`src/rtl/cordic_prerotate.sv`:
```
// Input conditioning ahead of the first CORDIC rotation stage.
// Folds the target angle into the first quadrant by pre-rotating (x, y) by
// k*90 degrees in the same sense as the iteration chain. Output is held in a
// register, with one skid entry behind it so in_ready can come from a flop.
//
//  state | meaning
//  EMPTY | no beat held (out_valid=0, skid empty)
//  ONE   | OUT holds a beat, skid empty
//  FULL  | OUT and SKID both hold beats, input stalled
module cordic_prerotate #(
   parameter int N = 31,
   parameter int M = 31
) (
   input  logic                clk,
   input  logic                rst,
   input  logic                in_valid,
   output logic                in_ready,
   input  logic signed [N:0]   in_x,
   input  logic signed [N:0]   in_y,
   input  logic        [M:0]   in_angle,
   output logic                out_valid,
   input  logic                out_ready,
   output logic signed [N:0]   out_x,
   output logic signed [N:0]   out_y,
   output logic        [M:0]   out_angle,
   output logic        [1:0]   out_quadrant,
   output logic                out_sat
);

   typedef struct packed {
      logic signed [N:0] x;
      logic signed [N:0] y;
      logic        [M:0] angle;
      logic        [1:0] quad;
      logic              sat;
   } beat_t;

   typedef enum logic [1:0] {
      ST_EMPTY = 2'd0,
      ST_ONE   = 2'd1,
      ST_FULL  = 2'd2
   } state_t;

   localparam logic signed [N:0] MIN_VAL = {1'b1, {N{1'b0}}};
   localparam logic signed [N:0] MAX_VAL = {1'b0, {N{1'b1}}};

   state_t state_q, state_d;
   beat_t  out_q, out_d;
   beat_t  skid_q, skid_d;
   beat_t  xf;
   logic   ready_q;
   logic   accept;
   logic   load_out, load_skid, move_skid;
   logic   x_min, y_min;
   logic signed [N:0] neg_x, neg_y;

   assign accept = in_valid && ready_q;

   // Saturating negation: the most negative value has no positive twin.
   always_comb begin
      x_min = (in_x == MIN_VAL);
      y_min = (in_y == MIN_VAL);
      neg_x = x_min ? MAX_VAL : -in_x;
      neg_y = y_min ? MAX_VAL : -in_y;
   end

   // Quadrant fold: rotate clockwise by k*90 degrees and strip the quadrant bits.
   always_comb begin
      xf       = '0;
      xf.quad  = in_angle[M:M-1];
      xf.angle = {2'b00, in_angle[M-2:0]};
      case (in_angle[M:M-1])
         2'd0: begin
            xf.x = in_x;
            xf.y = in_y;
         end
         2'd1: begin
            xf.x   = in_y;
            xf.y   = neg_x;
            xf.sat = x_min;
         end
         2'd2: begin
            xf.x   = neg_x;
            xf.y   = neg_y;
            xf.sat = x_min | y_min;
         end
         default: begin
            xf.x   = neg_y;
            xf.y   = in_x;
            xf.sat = y_min;
         end
      endcase
   end

   // Next state and register load strobes for the output/skid pair.
   always_comb begin
      state_d   = state_q;
      load_out  = 1'b0;
      load_skid = 1'b0;
      move_skid = 1'b0;
      case (state_q)
         ST_EMPTY: begin
            if (accept) begin
               load_out = 1'b1;
               state_d  = ST_ONE;
            end
         end
         ST_ONE: begin
            if (out_ready) begin
               if (accept) load_out = 1'b1;
               else        state_d  = ST_EMPTY;
            end else if (accept) begin
               load_skid = 1'b1;
               state_d   = ST_FULL;
            end
         end
         ST_FULL: begin
            if (out_ready) begin
               move_skid = 1'b1;
               state_d   = ST_ONE;
            end
         end
         default: state_d = ST_EMPTY;
      endcase
   end

   // Data next-values; OUT and SKID only change on their strobes.
   always_comb begin
      out_d  = out_q;
      skid_d = skid_q;
      if (load_out)       out_d = xf;
      else if (move_skid) out_d = skid_q;
      if (load_skid)      skid_d = xf;
   end

   // State, data and registered in_ready; reset drops any held beats.
   always_ff @(posedge clk) begin
      if (rst) begin
         state_q <= ST_EMPTY;
         out_q   <= '0;
         skid_q  <= '0;
         ready_q <= 1'b0;
      end else begin
         state_q <= state_d;
         out_q   <= out_d;
         skid_q  <= skid_d;
         ready_q <= (state_d != ST_FULL);
      end
   end

   assign in_ready     = ready_q;
   assign out_valid    = (state_q != ST_EMPTY);
   assign out_x        = out_q.x;
   assign out_y        = out_q.y;
   assign out_angle    = out_q.angle;
   assign out_quadrant = out_q.quad;
   assign out_sat      = out_q.sat;

endmodule

```
`config.mk`:
```
export PLATFORM = sky130hd
export DESIGN_NAME = cordic_prerotate
export DESIGN_NICKNAME = d
export VERILOG_FILES = /design/src/rtl/cordic_prerotate.sv
export SDC_FILE = /design/constraint.sdc
export NUM_CORES = 1
export LEC_CHECK = 0
export ABC_CLOCK_PERIOD_IN_PS = 6240
export BUFFER_PORTS_ARGS = -buffer_cell sky130_fd_sc_hd__buf_2
export CELL_PAD_IN_SITES_DETAIL_PLACEMENT = 2
export CELL_PAD_IN_SITES_GLOBAL_PLACEMENT = 2
export CORE_MARGIN = 3
export CORE_UTILIZATION = 36
export CTS_BUF_LIST = sky130_fd_sc_hd__clkbuf_4 sky130_fd_sc_hd__clkbuf_8
export CTS_CLUSTER_DIAMETER = 60
export DETAILED_ROUTE_END_ITERATION = 6
export PLACE_DENSITY_LB_ADDON = 0.1
export SKIP_LAST_GASP = 1
export SYNTH_ARGS = -nofsm -noshare
export SYNTH_HDL_FRONTEND = slang
export SYNTH_SLANG_ARGS = --single-unit
```
`constraint.sdc`:
```
create_clock -name clk -period 6.24 [get_ports clk]
set_clock_uncertainty 0.05 [all_clocks]
set_input_delay 1.248 -clock clk [delete_from_list [all_inputs] [get_ports clk]]
set_output_delay 1.248 -clock clk [all_outputs]
set_load 0.1 [all_outputs]
```
Yosys cells after proc, flatten, opt, wreduce, memory -nomap -nowiden. Index checks and enable logic that the tools add are counted.

Bitwise logic cells: 1. Add/subtract/negate cells: 2. Reduce and logical (&&, ||, !) cells: 5. Equality and inequality tests: 7. Mux-type cells: 19.

Operators with widths (number): $mux W99 (2); $pmux W64 S3 (1); $eq A32 B32 Y1 const B (2); $mux W32 (2); $neg A32 Y32 (2); $mux W2 (5); $mux W1 (6); $pmux W2 S3 (1); $eq A2 B1 Y1 const B (2); $eq A2 B2 Y1 const B (2); $logic_not A2 Y1 (2); $reduce_bool A2 Y1 (2); $pmux W1 S3 (1); $ne A2 B2 Y1 const B (1); $pmux W1 S2 (1); $logic_and A1 B1 Y1 (1); $or A1 B1 Y1 (1).

Output and inout port bits: 101. Register bits after elaboration: 197. Bits of input ports: 100.

Depth between registers and ports, before layout. Gate-level depths: netlist of the first run.

Word-level depth: 5. Gate-level depth with buffers: 11.

Worst setup path before layout of the first run. No wires, ideal clock.

Path type: input -> register. Start point: in in_x[3]. End point: reg skid_q[92] (netlist name). Path buffers: 2. Path slack: 2.592 ns. Arrival: 3.528 ns. Required time: 6.120 ns. Stages: 9. Path through: clkbuf_1 nor4_1 nand4_1 or4_1 buf_2 nand2_2 o22ai_1 or3_1 a21oi_1.

Cells in the longest elaborated chain, start to end: 3. Elaborated cells on any way between the ends: 4. Classes of those cells: 1 x add/sub; 1 x eq/ne; 2 x mux.

Ends and longest elaborated chain: start: declaration (line 18) `input logic signed [N:0] in_x,`; $neg A32 Y32 or $eq A32 B32 Y1 (tied branches) (line 63, 61); $mux W32 * (line 63) `neg_x = x_min ? MAX_VAL : -in_x;`; $pmux W64 S3 * (line 72) `case (in_angle[M:M-1])`; end signal: assignment (line 146) `skid_q <= skid_d;`; end: declaration (line 49) `beat_t skid_q, skid_d;`.

Mark *: on every way between the ends. The rest lies on a longest branch, timed or not. A chain may end at the register's enable or synchronous reset.

Worst setup path in the final report of the first run.
Start point: in in_x[3]. End point: reg out_q, in the netlist out_x[28].

Cells in the longest elaborated chain, start to end: 4. Elaborated cells on any way between the ends: 5. Classes of those cells: 1 x add/sub; 1 x eq/ne; 3 x mux.

Ends and longest elaborated chain: $neg A32 Y32 or $eq A32 B32 Y1 (tied branches) (line 63, 61); $mux W32 * (line 63); $pmux W64 S3 * (line 72); $mux W99 * (line 131) `if (load_out) out_d = xf;`; end signal: assignment (line 145) `out_q <= out_d;`; end: declaration (line 48) `beat_t out_q, out_d;`.

Marks and branches as above.

==> results.json, run 1 <==
{
  "cts_tree": "done",
  "grt_max_degree": 116,
  "cts_hold_buf": 0,
  "cts_setup_buffers": 0,
  "drt-total-wl_um": 47140,
  "worst_ep_arrival_time_ps": 4630,
  "nNetsFinal": 1671,
  "drive_above_1_share_pct": 19.09,
  "die_w_um": 180.9,
  "worstPathRequired_ps": 6610,
  "cts.htree.levels": 4,
  "ys_ff_latch": 197,
  "critPathMaxFanout": 11,
  "total_power_mw": 3.258,
  "max-vdd-ir-drop_mv": 0.2075,
  "netlist_top_cells_area": "dfxtp_1 (36%), nand2_1 (9.0%), a21oi_1 (6.0%)",
  "slowest_stage": "a221oi_1",
  "rr_worst_depth": 7,
  "fin_hold_ws_ps": 415.2,
  "outcome": "complete, no violations",
  "antenna_found_initial": 0,
  "antenna_left": 0,
  "routedWlPerCell_um": 23.90,
  "layout_common_cells": "nand2_1 (263), dfxtp_1 (197), buf_2 (196)",
  "wl_met2_um": 22920,
  "grt_pass1_wl_um": 73390,
  "synth_top_area_share_pct": 35.81,
  "final_common_cell": "nand2_1",
  "period_share_pct": 68.20,
  "syn_area_um2": 11010,
  "end_kind": "flop",
  "start_kind": "primary input",
  "setup-violations-final": 0,
  "port_buffers": 198,
  "hold_path_class": "reg2reg",
  "rsz0062_at_grt": "no",
  "globalplace.congestion": 0.9103,
  "syn_inst": 1462,
  "worst_slew_pin_slew_ps": 1138,
  "clock-sinks": 197,
  "endpoint": "out_x[28]$_SDFFE_PP0P_",
  "synthArstFlopShare_pct": 0,
  "wl_met1_um": 20470,
  "dpl.hpwl_um": 33470,
  "grt_usage_pct": 28.07,
  "grt_pass1_vias": 12630,
  "p_per_area_nw_per_um2": 257.6,
  "hold_viol": 0,
  "gr-total-overflow": 0,
  "synth_cell_types": 75,
  "syn_avg_cell_area_um2": 7.533,
  "rows": 63,
  "path_clk_slew_ps": 110,
  "synth_edf_count": 0,
  "pre_cts_ws_ps": 1548,
  "post-route-min-period_ps": 4256,
  "die_h_um": 180.9,
  "ys_warn_count": 0,
  "highest_layer": "met4",
  "cp_slowest_stage_delay_ps": 920,
  "drt_first_iter_violations": 688,
  "crit_chain": "buf_2, nor4_1, buf_4, nand4_1, o311ai_0, a21oi_1, a221oi_1, nand2_1, a211oi_1",
  "post_cts_resized": 0,
  "report.final.slew_viol_count": 0,
  "coreArea_um2": 29870,
  "vias": 11949,
  "fillCellCount": 3584,
  "yosysTopAreaCell": "dfxtp_1",
  "numCtsBuffers": 17,
  "io_pins": 201,
  "critPathKind": "in2reg",
  "clkLatencyLatePin_ps": 510,
  "max_freq_mhz": 235.0,
  "leakagePower_nw": 4.664,
  "cts_max_path_buffers": 2,
  "synth-main-ff-cell": "dfxtp_1",
  "rr_endpoint": "out_x[27]$_SDFFE_PP0P_",
  "cap_violations": 0,
  "firstDrtPassIters": 5,
  "diodes": 0,
  "ff2ff_setup_slack_ps": 3470,
  "viasPerCell": 6.059,
  "dieArea_um2": 32730,
  "synth.yosys.seq_area_share_pct": 35.81,
  "rr_startpoint": "state_q[0]$_SDFF_PP0_",
  "place_area_um2": 12200,
  "syn2layout_area_growth_pct": 14.83,
  "postLayoutSetupSlackWorst_ps": 1984,
  "start_util_pct": 36.86,
  "drc": 0,
  "cts-root-buf": "clkbuf_8",
  "worstSetupStartpoint": "in_x[3]",
  "relSlewSlack_pct": 24.16,
  "postLayoutCellArea_um2": 12650,
  "dr_wl_met3_um": 1798,
  "tns_ps": 0
}
==> worst max-delay path, delay by kind of cell <==
kind                   cells  cell delay (ps)
buffers and inverters      2              440
AOI/OAI and AO/OA          4             1910
and+or+nand+nor            3             1030
==> cell families after synthesis <==
family                   after synthesis  share of synthesized area [%]
AND/OR/NAND/NOR                      612                          25.37
XOR/XNOR                              37                          2.943
adder cells (fa/ha/maj)                2                         0.2272
flip-flops                           197                          35.81
other                                  1                        0.03405
AO/OA/AOI/OAI                        440                          26.64
multiplexers                          27                          3.704
buffers and inverters                146                          5.271
==> worst min path at each step <==
| stage | startpoint | endpoint | slack, ps | cells past startpoint |
|---|---|---|---|---|
| floorplan | skid_q[95]$_SDFFE_PP0P_ | skid_q[95]$_SDFFE_PP0P_ | 380 | 2 |
| global placement | out_y[8]$_SDFFE_PP0P_ | out_y[8]$_SDFFE_PP0P_ | 390 | 2 |
| detailed placement | skid_q[38]$_SDFFE_PP0P_ | skid_q[38]$_SDFFE_PP0P_ | 400 | 2 |
| CTS | skid_q[38]$_SDFFE_PP0P_ | skid_q[38]$_SDFFE_PP0P_ | 420 | 2 |
| global route | skid_q[38]$_SDFFE_PP0P_ | skid_q[38]$_SDFFE_PP0P_ | 430 | 2 |
| finish | skid_q[14]$_SDFFE_PP0P_ | skid_q[14]$_SDFFE_PP0P_ | 420 | 2 |
==> routing by layer <==
layer,vias to the layer above,GRT usage (%)
met5,-,0
met4,0,11.39
met2,278,48.23
li1,5552,-
met3,73,3.966
met1,6046,35.41
==> synthesized netlist by cell type, types with 5 or more instances <==
master    instances
a221oi_1          6
clkbuf_1        115
buf_2             5
a211oi_1         37
o21ai_0          76
a31oi_1          12
and2_1            5
or2_2            11
inv_1             8
a21o_1            6
a22oi_1           5
o211ai_1          7
o221ai_1         36
xnor2_1          28
o21ai_1           5
nand4_1          26
nor2b_1           9
mux4_2           11
o22ai_1          18
a21oi_1         133
a311oi_1         35
o311a_1           5
nor4_1           23
o21a_1           13
nand2b_1          6
nor2_1          156
nand3_1          17
mux2i_1          16
o31a_1            9
dfxtp_1         197
buf_1            12
or3_1            16
nand2_1         265
nor3_1           39
o31ai_1           5
o211a_1           5
or4_1            14
xor2_1            9
==> sequential cells by signal (all words and copies together), names as in the netlist <==
signal,count
skid_q,97
out_sat,1
out_y,32
state_q,2
in_ready,1
out_angle,30
out_quadrant,2
out_x,32
==> metrics by stage <==
| stage | instances | util (%) |
|---|---|---|
| finish | 1972 | 42.33 |
| global route | 1972 | 42.33 |
| CTS | 1972 | 42.33 |
| detailed placement | 1940 | 40.82 |
| global placement | 1940 | 40.82 |
| floorplan | 1463 | - |
==> layout make-up <==
class                   count  area, µm²  share of cell area, %
inverters                  10      37.54                 0.2968
multi-input cells        1120       6530                  51.64
clock buffers              17      234.0                  1.850
repair buffers            223       1196                  9.459
well taps                 390      488.0                  3.859
clock inverters            15      216.5                  1.712
flip-flops and latches    197       3944                  31.19
==> power breakdown <==
group	total (mW)	switching, mW	internal, mW
clock network	0.963	0.514	0.448
registers	1.35	0.0368	1.32
logic	0.942	0.746	0.196
total	3.26	1.30	1.96
(Power assumes the default switching activity.)
==> inputs of run 2 (changes only) <==
ABC_CLOCK_PERIOD_IN_PS = 4100   (was 6240)
CORE_UTILIZATION = 33   (was 36)
clock period = 4.1 ns   (was 6.24 ns; I/O delays follow)
==> results.json, run 2 (synthesized netlist as in run 1, its figures left out) <==
{
  "p_sw_mw": 1.919,
  "rr_endpoint": "out_y[7]$_SDFFE_PP0P_",
  "p_per_area_nw_per_um2": 372.5,
  "tns_ps": 0,
  "grt_max_degree": 96,
  "rr_startpoint": "state_q[0]$_SDFF_PP0_",
  "critPathKind": "in2reg",
  "cts_setup_buffers": 0,
  "worstPathRequired_ps": 4450,
  "cellInternalPower_mw": 2.873,
  "hold_viol": 0,
  "vias": 11916,
  "coreArea_um2": 32700,
  "die_h_um": 188.7,
  "dieArea_um2": 35600,
  "cts.htree.levels": 4,
  "leakagePower_nw": 4.755,
  "worst_ep_arrival_time_ps": 4040,
  "firstDrtPassIters": 5,
  "grt_pass1_vias": 12166,
  "drc": 0,
  "io_pins": 201,
  "relSlewSlack_pct": 41.31,
  "report.final.slew_viol_count": 0,
  "antenna_found_initial": 0,
  "globalplace.congestion": 0.8680,
  "cts_hold_buf": 0,
  "clock-sinks": 197,
  "max_freq_mhz": 271.0,
  "pre_cts_ws_ps": 33.11,
  "cts_tree": "done",
  "end_kind": "flop",
  "postLayoutCellArea_um2": 12860,
  "rr_worst_depth": 7,
  "grt_pass1_wl_um": 71910,
  "final_cells": 2048,
  "dp_cells": 2017,
  "drt_first_iter_violations": 658,
  "top_register": "skid_q",
  "cap_violations": 0,
  "max-vdd-ir-drop_mv": 0.2507,
  "final_common_cell": "nand2_1",
  "path_clk_slew_ps": 110,
  "drive_above_1_share_pct": 20.30,
  "post-route-min-period_ps": 3690,
  "dpl.hpwl_um": 33550,
  "place_area_um2": 12470,
  "grt_usage_pct": 25.58,
  "numCtsBuffers": 17,
  "worst_slew_pin_slew_ps": 873.7,
  "p_sw_share_pct": 40.04,
  "clkLatencyLatePin_ps": 500,
  "whs_path_depth": 2,
  "syn2layout_area_growth_pct": 16.79,
  "gr-total-overflow": 0,
  "cts_max_path_buffers": 2,
  "routedWlPerCell_um": 22.64,
  "drt-total-wl_um": 46360,
  "fin_hold_ws_ps": 413.1,
  "start_kind": "primary input",
  "clockPowerShare_pct": 26.9,
  "total_power_mw": 4.791,
  "nNetsFinal": 1696,
  "layout_common_cells": "nand2_1 (263), dfxtp_1 (197), buf_2 (196)",
  "cts-root-buf": "clkbuf_8",
  "post_cts_resized": 0,
  "antenna_left": 0,
  "min_from": "skid_q[29]$_SDFFE_PP0P_",
  "postLayoutSetupSlackWorst_ps": 409.8,
  "setup-violations-final": 0,
  "largest_reg_flops": 97,
  "rsz0062_at_grt": "no",
  "start_util_pct": 33.68,
  "viasPerCell": 5.818,
  "period_share_pct": 90.00,
  "outcome": "complete, no violations",
  "diodes": 0,
  "hold_path_end": "skid_q[29]$_SDFFE_PP0P_",
  "final_core_util_pct": 39.33,
  "power_frac_seq_pct": 42.9,
  "die_w_um": 188.7,
  "critPathMaxFanout": 16,
  "rows": 66,
  "ff2ff_setup_slack_ps": 1630,
  "port_buffers": 198,
  "hold_path_class": "reg2reg",
  "pwr-share-comb_pct": 30.2
}
[run 2: cell types whose count changed in the layout (fill, tap and decap cells not counted), sizes merged]
cell / previous run / this run
inv: 15 / 13
buf: 223 / 248
clkinv: 6 / 5
clkbuf: 17 / 18
bufinv: 4 / 2
clkinvlp: 0 / 3
[run 2: worst max-delay path by stage]
stage	endpoint	depth (start not counted)	slack (ps)	startpoint
2_1_floorplan	skid_q[92]$_SDFFE_PP0P_	9	880	in_x[3]
3_3_place_gp	out_y[12]$_SDFFE_PP0P_	9	80	in_y[6]
3_5_place_dp	out_y[12]$_SDFFE_PP0P_	9	30	in_y[6]
4_1_cts	out_y[12]$_SDFFE_PP0P_	9	570	in_y[6]
5_1_grt	out_y[12]$_SDFFE_PP0P_	9	360	in_y[6]
6_report	out_y[12]$_SDFFE_PP0P_	9	410	in_y[6]
[run 2: power by group through the flow]
stage	clock network (mW)	registers [mW]	logic [mW]
6_report	1.29	2.06	1.45
4_1_cts	1.33	2.06	1.45
3_3_place_gp	0	2.10	1.43
5_1_grt	1.41	2.07	1.53
2_1_floorplan	0	2.63	0.496
3_5_place_dp	0	2.10	1.45
[run 2: layout make-up]
cell class                 instances  area (µm²)
clock buffer                      18       241.5
clock inverter                    13       147.6
fill                            3940       19840
inverter                          10       37.54
multi-input combinational       1120        6530
sequential                       197        3944
tap                              442       553.0
timing repair buffer             248        1409
[run 2: per-layer routing]
metal / vias to the layer above / global-route usage (%) / wire [µm]
met5: - / 0 / 0
met4: 0 / 8.995 / 1544
met3: 64 / 4.056 / 2121
met1: 5968 / 32.65 / 20210
met2: 302 / 43.83 / 22490
li1: 5582 / - / -
[run 2: worst max-delay path, cell delays in order]
cell,delay [ps]
buf_2,140
or4_4,570
or4_4,650
o31ai_2,590
o221ai_1,190
a311oi_1,590
buf_4,230
nand2_1,50
a211oi_1,190
==> inputs of run 3 (changes only) <==
CTS_BUF_LIST = sky130_fd_sc_hd__clkbuf_2   (was sky130_fd_sc_hd__clkbuf_4 sky130_fd_sc_hd__clkbuf_8)
==> results.json, run 3 (synthesized netlist as in run 1, its figures left out) <==
{
  "numCtsBuffers": 17,
  "viasPerCell": 5.798,
  "outcome": "complete, no violations",
  "drt-total-wl_um": 46110,
  "period_share_pct": 81.70,
  "grt_pass1_wl_um": 71730,
  "cellInternalPower_mw": 2.616,
  "setup-violations-final": 0,
  "cap_violations": 0,
  "power_frac_seq_pct": 45.8,
  "clock-sinks": 197,
  "clkLatencyLatePin_ps": 840,
  "crit_top_cell": "or4_4",
  "worst_ep_arrival_time_ps": 4040,
  "start_util_pct": 33.68,
  "grt_usage_pct": 25.53,
  "die_w_um": 188.7,
  "clockPowerShare_pct": 22.1,
  "postLayoutCellArea_um2": 12710,
  "slowest_stage": "or4_4",
  "relSlewSlack_pct": 40.96,
  "antenna_left": 0,
  "dieArea_um2": 35600,
  "final_common_cell": "nand2_1",
  "report.final.slew_viol_count": 0,
  "cts_hold_buf": 0,
  "cp_slowest_stage_delay_ps": 650,
  "cts_setup_buffers": 0,
  "rows": 66,
  "pwr-share-comb_pct": 32.0,
  "post_cts_resized": 0,
  "port_buffers": 198,
  "firstDrtPassIters": 6,
  "rsz0062_at_grt": "no",
  "cts-root-buf": "clkbuf_2",
  "vias": 11881,
  "worstPathBufferInverterCount": 2,
  "p_sw_mw": 1.892,
  "p_per_area_nw_per_um2": 354.6,
  "dpl.hpwl_um": 33550,
  "io_pins": 201,
  "top_register": "skid_q",
  "critPathMaxFanout": 16,
  "path_clk_slew_ps": 270,
  "hold_viol": 0,
  "cts_tree": "done",
  "post-route-min-period_ps": 3350,
  "hold_path_class": "in2reg",
  "antenna_found_initial": 1,
  "die_h_um": 188.7,
  "routedWlPerCell_um": 22.50,
  "drc": 0,
  "start_kind": "primary input",
  "worstPathRequired_ps": 4790,
  "worst_slew_pin_slew_ps": 878.8,
  "fin_hold_ws_ps": 156.3,
  "grt_max_degree": 96,
  "max-vdd-ir-drop_mv": 0.1795,
  "max_freq_mhz": 298.5,
  "cts_max_path_buffers": 2,
  "leakagePower_nw": 4.703,
  "cp_top_family": "compound AO/OA/AOI/OAI gates",
  "largest_reg_flops": 97,
  "end_kind": "flop",
  "syn2layout_area_growth_pct": 15.44,
  "coreArea_um2": 32700,
  "grt_pass1_vias": 12137,
  "cts.htree.levels": 4,
  "p_sw_share_pct": 41.96,
  "drt_first_iter_violations": 649,
  "layout_common_cells": "nand2_1 (263), dfxtp_1 (197), buf_2 (196)",
  "tns_ps": 0,
  "drive_above_1_share_pct": 20.30,
  "nNetsFinal": 1696,
  "critPathKind": "in2reg",
  "place_area_um2": 12470,
  "crit_chain": "buf_2, or4_4, or4_4, o31ai_2, o221ai_1, a311oi_1, buf_4, nand2_1, a211oi_1",
  "gr-total-overflow": 0,
  "globalplace.congestion": 0.8680
}
## run 3: cell types whose count changed in the layout (fill, tap and decap cells not counted), sizes merged
cell   delta
diode     +1
## run 3: worst reg2reg max path, cell delays in order, from the launching register on
cell	delay, ps
dfxtp_1	590
nor2b_1	110
o21ai_0	450
o21a_2	480
buf_4	390
nor2_1	90
o21ai_0	110
a21oi_1	90
## run 3: power groups by stage
stage	Combinational, mW	Clock, mW	Sequential [mW]
after CTS	1.45	1.04	2.07
after detailed placement	1.45	0	2.10
after floorplan	0.496	0	2.63
after global placement	1.43	0	2.10
final	1.44	0.999	2.06
after global routing	1.53	1.11	2.08
## run 3: per-stage QoR
stage	total power [mW]	utilization, %	setup slack (ps)	instances
6_report	4.508	38.88	750.5	2049
5_1_grt	4.730	38.88	789.3	2049
4_1_cts	4.563	38.87	989.9	2048
3_5_place_dp	3.550	38.14	33.11	2017
3_3_place_gp	3.523	38.14	76.62	2017
2_1_floorplan	3.122	-	879.6	1463
## run 3: worst paths after layout
check	start	to	slack (ps)	depth (start not counted)
max	in_y[6]	out_y[12]$_SDFFE_PP0P_	750	9
min	out_ready	state_q[1]$_SDFF_PP0_	160	2
max reg2reg	state_q[0]$_SDFF_PP0_	out_y[7]$_SDFFE_PP0P_	1630	7
min reg2reg	skid_q[18]$_SDFFE_PP0P_	out_angle[15]$_SDFFE_PP0P_	410	2
## run 3: cell type report
cell class,count,area (µm²)
Fill cell,3963,19990
Multi-Input combinational cell,1120,6530
Sequential cell,197,3944
Timing Repair Buffer,248,1409
Tap cell,442,553.0
Clock inverter,13,147.6
Clock buffer,18,90.09
Inverter,10,37.54
Antenna cell,1,2.502
## run 3: per-layer routing
metal	routed length (µm)	global-route usage [%]
met1	20010	32.66
met2	22420	43.51
met3	2102	3.740
met4	1575	9.768
met5	0	0
